==> src/rtl/regif_pkg.sv <==
// Shared types and constants for the register-interface bank.
package regif_pkg;

    localparam int unsigned REGIF_ADDR_W = 14;
    localparam int unsigned REGIF_BASE_W = 7;
    localparam int unsigned REGIF_IDX_W  = 7;

    // Per-register access mode; encoding matches the 2-bit REG_MODE fields.
    typedef enum logic [1:0] {
        ModeRw    = 2'd0,
        ModeRo    = 2'd1,
        ModeW1c   = 2'd2,
        ModePulse = 2'd3
    } regif_mode_e;

    // True when the upper address bits select the bank at base.
    function automatic logic regif_addr_hit(logic [REGIF_ADDR_W-1:0] addr,
                                            logic [REGIF_BASE_W-1:0] base);
        return addr[REGIF_ADDR_W-1 -: REGIF_BASE_W] == base;
    endfunction

endpackage

==> src/rtl/regif_reg_cell.sv <==
// One register of the bank: storage plus the mode-specific update and read view.
module regif_reg_cell
    import regif_pkg::*;
#(
    parameter int unsigned       DATA_W    = 32,
    parameter logic [1:0]        MODE      = 2'd0,
    parameter logic [DATA_W-1:0] RESET_VAL = '0
) (
    input  logic              AXI_ACLK,
    input  logic              axi_rstn,
    input  logic              wr_en,
    input  logic [DATA_W-1:0] wdata,
    input  logic [DATA_W-1:0] wmask,
    input  logic [DATA_W-1:0] hw_val,
    input  logic [DATA_W-1:0] hw_set,
    output logic [DATA_W-1:0] reg_q,
    output logic [DATA_W-1:0] rd_val,
    output logic              irq_src
);

    localparam regif_mode_e Mode = regif_mode_e'(MODE);
    // Pulse registers always come out of reset idle.
    localparam logic [DATA_W-1:0] ResetQ = (Mode == ModePulse) ? '0 : RESET_VAL;

    logic [DATA_W-1:0] q_q;
    logic [DATA_W-1:0] q_d;
    logic [DATA_W-1:0] wr_bits;

    assign wr_bits = wr_en ? (wdata & wmask) : '0;

    // Next-state per access mode; unstrobed bytes are never touched.
    always_comb begin
        q_d = q_q;
        case (Mode)
            ModeRw:    if (wr_en) q_d = (q_q & ~wmask) | wr_bits;
            ModeRo:    q_d = q_q;
            // Hardware set wins over a simultaneous software clear.
            ModeW1c:   q_d = (q_q & ~wr_bits) | hw_set;
            ModePulse: q_d = wr_bits;
            default:   q_d = q_q;
        endcase
    end

    // Register storage.
    always_ff @(posedge AXI_ACLK or negedge axi_rstn) begin
        if (!axi_rstn) begin
            q_q <= ResetQ;
        end else begin
            q_q <= q_d;
        end
    end

    // Value a software read observes.
    always_comb begin
        rd_val = q_q;
        case (Mode)
            ModeRo:    rd_val = hw_val;
            ModePulse: rd_val = '0;
            default:   rd_val = q_q;
        endcase
    end

    assign reg_q   = q_q;
    assign irq_src = (Mode == ModeW1c) && (|q_q);

endmodule

==> src/rtl/regif_reg_bank.sv <==
// Register bank: address decode, per-register cells and one-cycle ack pipeline.
module regif_reg_bank
    import regif_pkg::*;
#(
    parameter logic [REGIF_BASE_W-1:0]    BASE_ADDRESS = 7'h00,
    parameter int unsigned                NUM_REGS     = 8,
    parameter int unsigned                DATA_W       = 32,
    parameter logic [2*NUM_REGS-1:0]      REG_MODE     = '0,
    parameter logic [NUM_REGS*DATA_W-1:0] RESET_VAL    = '0
) (
    input  logic                         AXI_ACLK,
    input  logic                         axi_rstn,
    input  logic                         axi_wreq,
    input  logic [REGIF_ADDR_W-1:0]      axi_waddr,
    input  logic [DATA_W-1:0]            axi_wdata,
    input  logic [DATA_W/8-1:0]          axi_wstrb,
    output logic                         axi_wack,
    output logic                         axi_werr,
    input  logic                         axi_rreq,
    input  logic [REGIF_ADDR_W-1:0]      axi_raddr,
    output logic [DATA_W-1:0]            axi_rdata,
    output logic                         axi_rack,
    output logic                         axi_rerr,
    input  logic [NUM_REGS*DATA_W-1:0]   hw_val,
    input  logic [NUM_REGS*DATA_W-1:0]   hw_set,
    output logic [NUM_REGS*DATA_W-1:0]   reg_q,
    output logic                         irq
);

    localparam int unsigned STRB_W = DATA_W / 8;
    localparam logic [REGIF_IDX_W:0] NumRegsW = (REGIF_IDX_W + 1)'(NUM_REGS);

    logic [REGIF_IDX_W-1:0] widx;
    logic [REGIF_IDX_W-1:0] ridx;
    logic                   wr_hit;
    logic                   rd_hit;
    logic                   widx_ok;
    logic                   ridx_ok;
    logic [DATA_W-1:0]      wmask;
    logic [DATA_W-1:0]      rd_view [NUM_REGS];
    logic [DATA_W-1:0]      rd_sel;
    logic [NUM_REGS-1:0]    irq_src;

    logic              wack_q;
    logic              werr_q;
    logic              rack_q;
    logic              rerr_q;
    logic [DATA_W-1:0] rdata_q;
    logic              irq_q;

    assign widx    = axi_waddr[REGIF_IDX_W-1:0];
    assign ridx    = axi_raddr[REGIF_IDX_W-1:0];
    assign wr_hit  = axi_wreq && regif_addr_hit(axi_waddr, BASE_ADDRESS);
    assign rd_hit  = axi_rreq && regif_addr_hit(axi_raddr, BASE_ADDRESS);
    assign widx_ok = {1'b0, widx} < NumRegsW;
    assign ridx_ok = {1'b0, ridx} < NumRegsW;

    // Byte strobes expanded to a bit mask shared by all cells.
    for (genvar b = 0; b < STRB_W; b++) begin : g_mask
        assign wmask[8*b +: 8] = {8{axi_wstrb[b]}};
    end

    for (genvar i = 0; i < NUM_REGS; i++) begin : g_reg
        regif_reg_cell #(
            .DATA_W    (DATA_W),
            .MODE      (REG_MODE[2*i +: 2]),
            .RESET_VAL (RESET_VAL[i*DATA_W +: DATA_W])
        ) u_cell (
            .AXI_ACLK (AXI_ACLK),
            .axi_rstn (axi_rstn),
            .wr_en    (wr_hit && widx_ok && (widx == REGIF_IDX_W'(i))),
            .wdata    (axi_wdata),
            .wmask    (wmask),
            .hw_val   (hw_val[i*DATA_W +: DATA_W]),
            .hw_set   (hw_set[i*DATA_W +: DATA_W]),
            .reg_q    (reg_q[i*DATA_W +: DATA_W]),
            .rd_val   (rd_view[i]),
            .irq_src  (irq_src[i])
        );
    end

    // Read mux over the pre-write register views.
    always_comb begin
        rd_sel = '0;
        for (int i = 0; i < NUM_REGS; i++) begin
            if (ridx == REGIF_IDX_W'(i)) begin
                rd_sel = rd_view[i];
            end
        end
    end

    // Ack/response pipeline; rdata is forced to zero outside an ack so buses can OR-merge.
    always_ff @(posedge AXI_ACLK or negedge axi_rstn) begin
        if (!axi_rstn) begin
            wack_q  <= 1'b0;
            werr_q  <= 1'b0;
            rack_q  <= 1'b0;
            rerr_q  <= 1'b0;
            rdata_q <= '0;
            irq_q   <= 1'b0;
        end else begin
            wack_q  <= wr_hit;
            werr_q  <= wr_hit && !widx_ok;
            rack_q  <= rd_hit;
            rerr_q  <= rd_hit && !ridx_ok;
            rdata_q <= (rd_hit && ridx_ok) ? rd_sel : '0;
            irq_q   <= |irq_src;
        end
    end

    assign axi_wack  = wack_q;
    assign axi_werr  = werr_q;
    assign axi_rack  = rack_q;
    assign axi_rerr  = rerr_q;
    assign axi_rdata = rdata_q;
    assign irq       = irq_q;

endmodule

==> config.mk <==
export PLATFORM = sky130hd
export DESIGN_NAME = regif_reg_bank
export DESIGN_NICKNAME = d
export VERILOG_FILES = /design/src/rtl/regif_pkg.sv /design/src/rtl/regif_reg_cell.sv /design/src/rtl/regif_reg_bank.sv
export SDC_FILE = /design/constraint.sdc
export NUM_CORES = 1
export LEC_CHECK = 0
export CAP_MARGIN = 20
export CORE_AREA = 5 5 339 341
export CTS_BUF_LIST = sky130_fd_sc_hd__clkbuf_8
export DETAILED_ROUTE_END_ITERATION = 6
export DIE_AREA = 0 0 344 346
export HOLD_SLACK_MARGIN = 0.03
export PLACE_DENSITY = 0.44
export SYNTH_ARGS = -nofsm -noshare
export SYNTH_HDL_FRONTEND = slang
export SYNTH_SLANG_ARGS = --single-unit
==> constraint.sdc <==
create_clock -name AXI_ACLK -period 1.1 [get_ports AXI_ACLK]
set_input_delay 0.275 -clock AXI_ACLK [delete_from_list [all_inputs] [get_ports AXI_ACLK]]
set_output_delay 0.275 -clock AXI_ACLK [all_outputs]
set_load 0.1 [all_outputs]
==> results.toml, run 1 <==
[status]
outcome = "finished, violations left"
failed_checks = "negative setup slack"

[clock_tree]
cts_max_level = 2
clock-sinks = 292
clk_pin_slew_ns = 0.06
clk_latency_ns = 0.71
clockBufferDepth = 3
clockRootBuffer = "clkbuf_8"
cts_buffers = 59
cts_tree = "done"

[synth]
synth_edf_count = 0
yosys_warnings = 0
seq_area_frac_synth_pct = 53.19
async_reset_ff_share_pct = 100.0
syn_inst = 996
syn_area_per_cell_um2 = 13.79
ys_seq_elements = 292
synth_ff_type = "dfrtp_1"
syn-num-nets = 1576
synth_area_um2 = 13740
yosysUniqueCellTypes = 32

[setup_path]
cp-startpoint = "g_reg[6].u_cell.rd_val[10]$_DFFE_PN0P_"
arrival_ns = 1.56
critPathMostFrequentCell = "buf_6"
slowest_delay_ns = 0.48
end_kind = "primary output"
cp_top_family = "flip-flops"
cp_num_buf_inv = 3
crit_type = "flip-flop to primary output"
cp_max_fo = 2
r2r_start = "g_reg[0].u_cell.rd_val[2]$_DFFE_PN0N_"
start_kind = "flip-flop"
ff2ff_setup_slack_ns = -0.39
cp_slowest_cell = "dfrtp_4"
crit_chain = "buf_6, buf_6, buf_12"
crit_required_ns = 0.82

[power_and_ir_drop]
combPwrFrac_pct = 10.3
power_switching_share_pct = 26.73
leakage_nw = 14.22
power_density_nw_per_um2 = 810.8
pwr-share-clk_pct = 48.9
peakVddDrop_uv = 778.4
p_switching_w = 0.007046
p_seq_share_pct = 40.8
p_int_w = 0.01931
total_power_w = 0.02636

[global_route]
grt_pass1_vias = 14899
grt_max_degree = 46
groute.usage.overall_pct = 13.82
grt_pass1_wl_mm = 118.0
antenna_found_initial = 8
overflow = 0

[placed_design]
hpwl_mm = 60.48
gp_congestion = 0.8390
port_buffers = 359

[sta]
drv_slew = 0
fin_skew_ns = 0.06819
rsz0062_at_grt = "true"
period_needed_ns = 1.835
worst_slack_ns = -0.7350
fin_crit_sh_pct = 166.8
final_hold_viol_count = 0
setup_viol = 432
fmax_ghz = 0.5449
tns_ns = -171.63

[route]
wl_per_cell_um = 24.27
drt-pass1-iter-count = 5
vias_per_cell = 3.799
ant_nets = 0
drc = 0
vias = 13330
drtIter0Drc = 564
totalWireLength_mm = 85.16

[job]
maxCapViolations = 0

[floorplanning]
die_h_um = 346
dieArea_um2 = 119000
pin_count = 873
core_region_area_um2 = 111600
die_w_um = 344
start_util_pct = 12.31
rows = 123

[final_layout]
fillerInstances = 11141
fin_nets = 2535
finish.utilization_pct = 29.13
syn_to_final_growth_pct = 136.6
drive_gt1_share_pct = 89.42

[hold_path]
min_path_type = "input pin to flip-flop"
hp-start = "axi_raddr[11]"
## synthesized netlist by cell type (2+ instances only)
master / instances / area (µm²)
nor3_1: 32 / 160.2
buf_1: 4 / 15.01
and4_1: 8 / 70.07
buf_6: 5 / 56.30
and4b_1: 12 / 120.1
nand3_1: 2 / 10.01
mux2_2: 288 / 3243
and2_1: 34 / 212.7
o22ai_1: 32 / 200.2
a2111oi_0: 32 / 280.3
nand4_2: 19 / 237.7
and3_1: 33 / 206.5
dfrtp_1: 292 / 7307
nand4_4: 9 / 191.4
o221ai_1: 32 / 280.3
nor4b_1: 5 / 43.79
nor4_4: 2 / 42.54
a221oi_1: 32 / 280.3
nand3b_1: 2 / 15.01
and4bb_2: 12 / 150.1
a21o_1: 32 / 240.2
nor4_1: 2 / 12.51
buf_4: 5 / 37.54
buf_2: 26 / 130.1
clkbuf_1: 37 / 138.9
## worst reg2reg max path, stage by stage, from the launching register on
cell,delay [ns]
dfrtp_4,0.42
buf_6,0.09
buf_6,0.08
mux2_4,0.14
o221ai_4,0.11
a2111oi_4,0.47
## repair_timing
item	CTS	global route
resized for setup	554	134
hold buffers	2	0
pin swaps	65	76
endpoints found under the hold margin	292	0
setup endpoints to repair	580	568
cloned	12	1
setup buffers	156	68
## cell families (layout without fill, tap and decap cells)
family                 after synthesis  in the layout  share of synthesized area (%)
multiplexers                       288            288                          23.61
other                                1              7                        0.02730
flip-flops                         292            292                          53.19
AO/OA/AOI/OAI                      161            161                          9.362
AND/OR/NAND/NOR                    177            177                          11.07
buffers and inverters               77           1084                          2.750
## state kept, by name (all words and copies together) (netlist names)
name,cells
g.u_cell.rd_val,256
axi_werr,1
axi_rack,1
axi_rdata,32
axi_rerr,1
axi_wack,1
## placed cells by master, fill, tap and decap left out, drive strengths merged, types with 6 or more instances in the layout
cell and instances:
o22ai 32, nand4 28, buf 921, and3 33, o221ai 32, bufinv 7, and4bb 12, and4b 12
and4 8, clkdlybuf4s50 32, and2 34, dfrtp 292, a221oi 32, a2111oi 32, clkbuf 74, dlygate4sd2 7
nor3 32, a21o 32, mux2 288, diode 6, inv 24, nor4b 6
## through the flow
step | instances | hold slack, ns | setup slack (ns) | cell area [µm²]
5_1_grt | 3503 | 0.07408 | -0.8157 | 32490
3_5_place_dp | 3210 | 0.08632 | -1.568 | 26610
2_1_floorplan | 996 | -0.02059 | -0.4699 | 14890
4_1_cts | 3471 | 0.05637 | -0.8029 | 31570
6_report | 3509 | 0.1136 | -0.7350 | 32500
3_3_place_gp | 3209 | 0.08498 | -1.725 | 26610
## power by group through the flow
| stage | clock, W | sequential (W) | combinational, W |
|---|---|---|---|
| 6_report | 0.0129 | 0.0108 | 0.00272 |
| 5_1_grt | 0.0138 | 0.0107 | 0.00288 |
| 4_1_cts | 0.0133 | 0.0108 | 0.00262 |
| 3_5_place_dp | 0 | 0.0110 | 0.00218 |
| 3_3_place_gp | 0 | 0.0110 | 0.00215 |
| 2_1_floorplan | 0 | 0.0110 | 0.000683 |
## layout make-up
| cell class | instances | area (µm²) | area share [%] |
|---|---|---|---|
| diodes | 6 | 15.01 | 0.04619 |
| multi-input cells | 627 | 8031 | 24.71 |
| flip-flops and latches | 292 | 7853 | 24.16 |
| well taps | 1500 | 1877 | 5.774 |
| clock buffers | 70 | 963.4 | 2.964 |
| repair buffers | 975 | 13380 | 41.17 |
| clock inverters | 39 | 382.9 | 1.178 |
## per-layer routing
layer | part of all wire [%] | GRT usage [%] | wire length [µm]
met1 | 40 | 16.84 | 34380
met5 | 0.041 | 0 | 35
met2 | 49 | 23.46 | 42130
met3 | 6.4 | 4.161 | 5483
met4 | 3.7 | 4.177 | 3133
## worst paths after layout
check                                                              end  cells after the start
worst max-delay path                                        reg_q[202]                      3
worst min-delay path                                axi_rack$_DFF_PN0_                      4
worst max register to register                  axi_rdata[2]$_DFF_PN0_                      5
worst min register to register  g_reg[7].u_cell.rd_val[20]$_DFFE_PN0N_                      1
max in group asynchronous        g_reg[0].u_cell.rd_val[8]$_DFFE_PN0N_                      3
min in group asynchronous       g_reg[2].u_cell.rd_val[21]$_DFFE_PN0N_                      3
Note: power is estimated with default switching activity, not from simulation.
==> inputs of run 2 (changes only) <==
--- a/config.mk
+++ b/config.mk
@@ -10,6 +10,7 @@
 export CTS_BUF_LIST = sky130_fd_sc_hd__clkbuf_8
 export DETAILED_ROUTE_END_ITERATION = 6
 export DIE_AREA = 0 0 344 346
+export GPL_ROUTABILITY_DRIVEN = 0
 export HOLD_SLACK_MARGIN = 0.03
 export PLACE_DENSITY = 0.44
 export SYNTH_ARGS = -nofsm -noshare
==> results of run 2 <==
The final DEF is identical to that of run 1; final timing and power are the same.
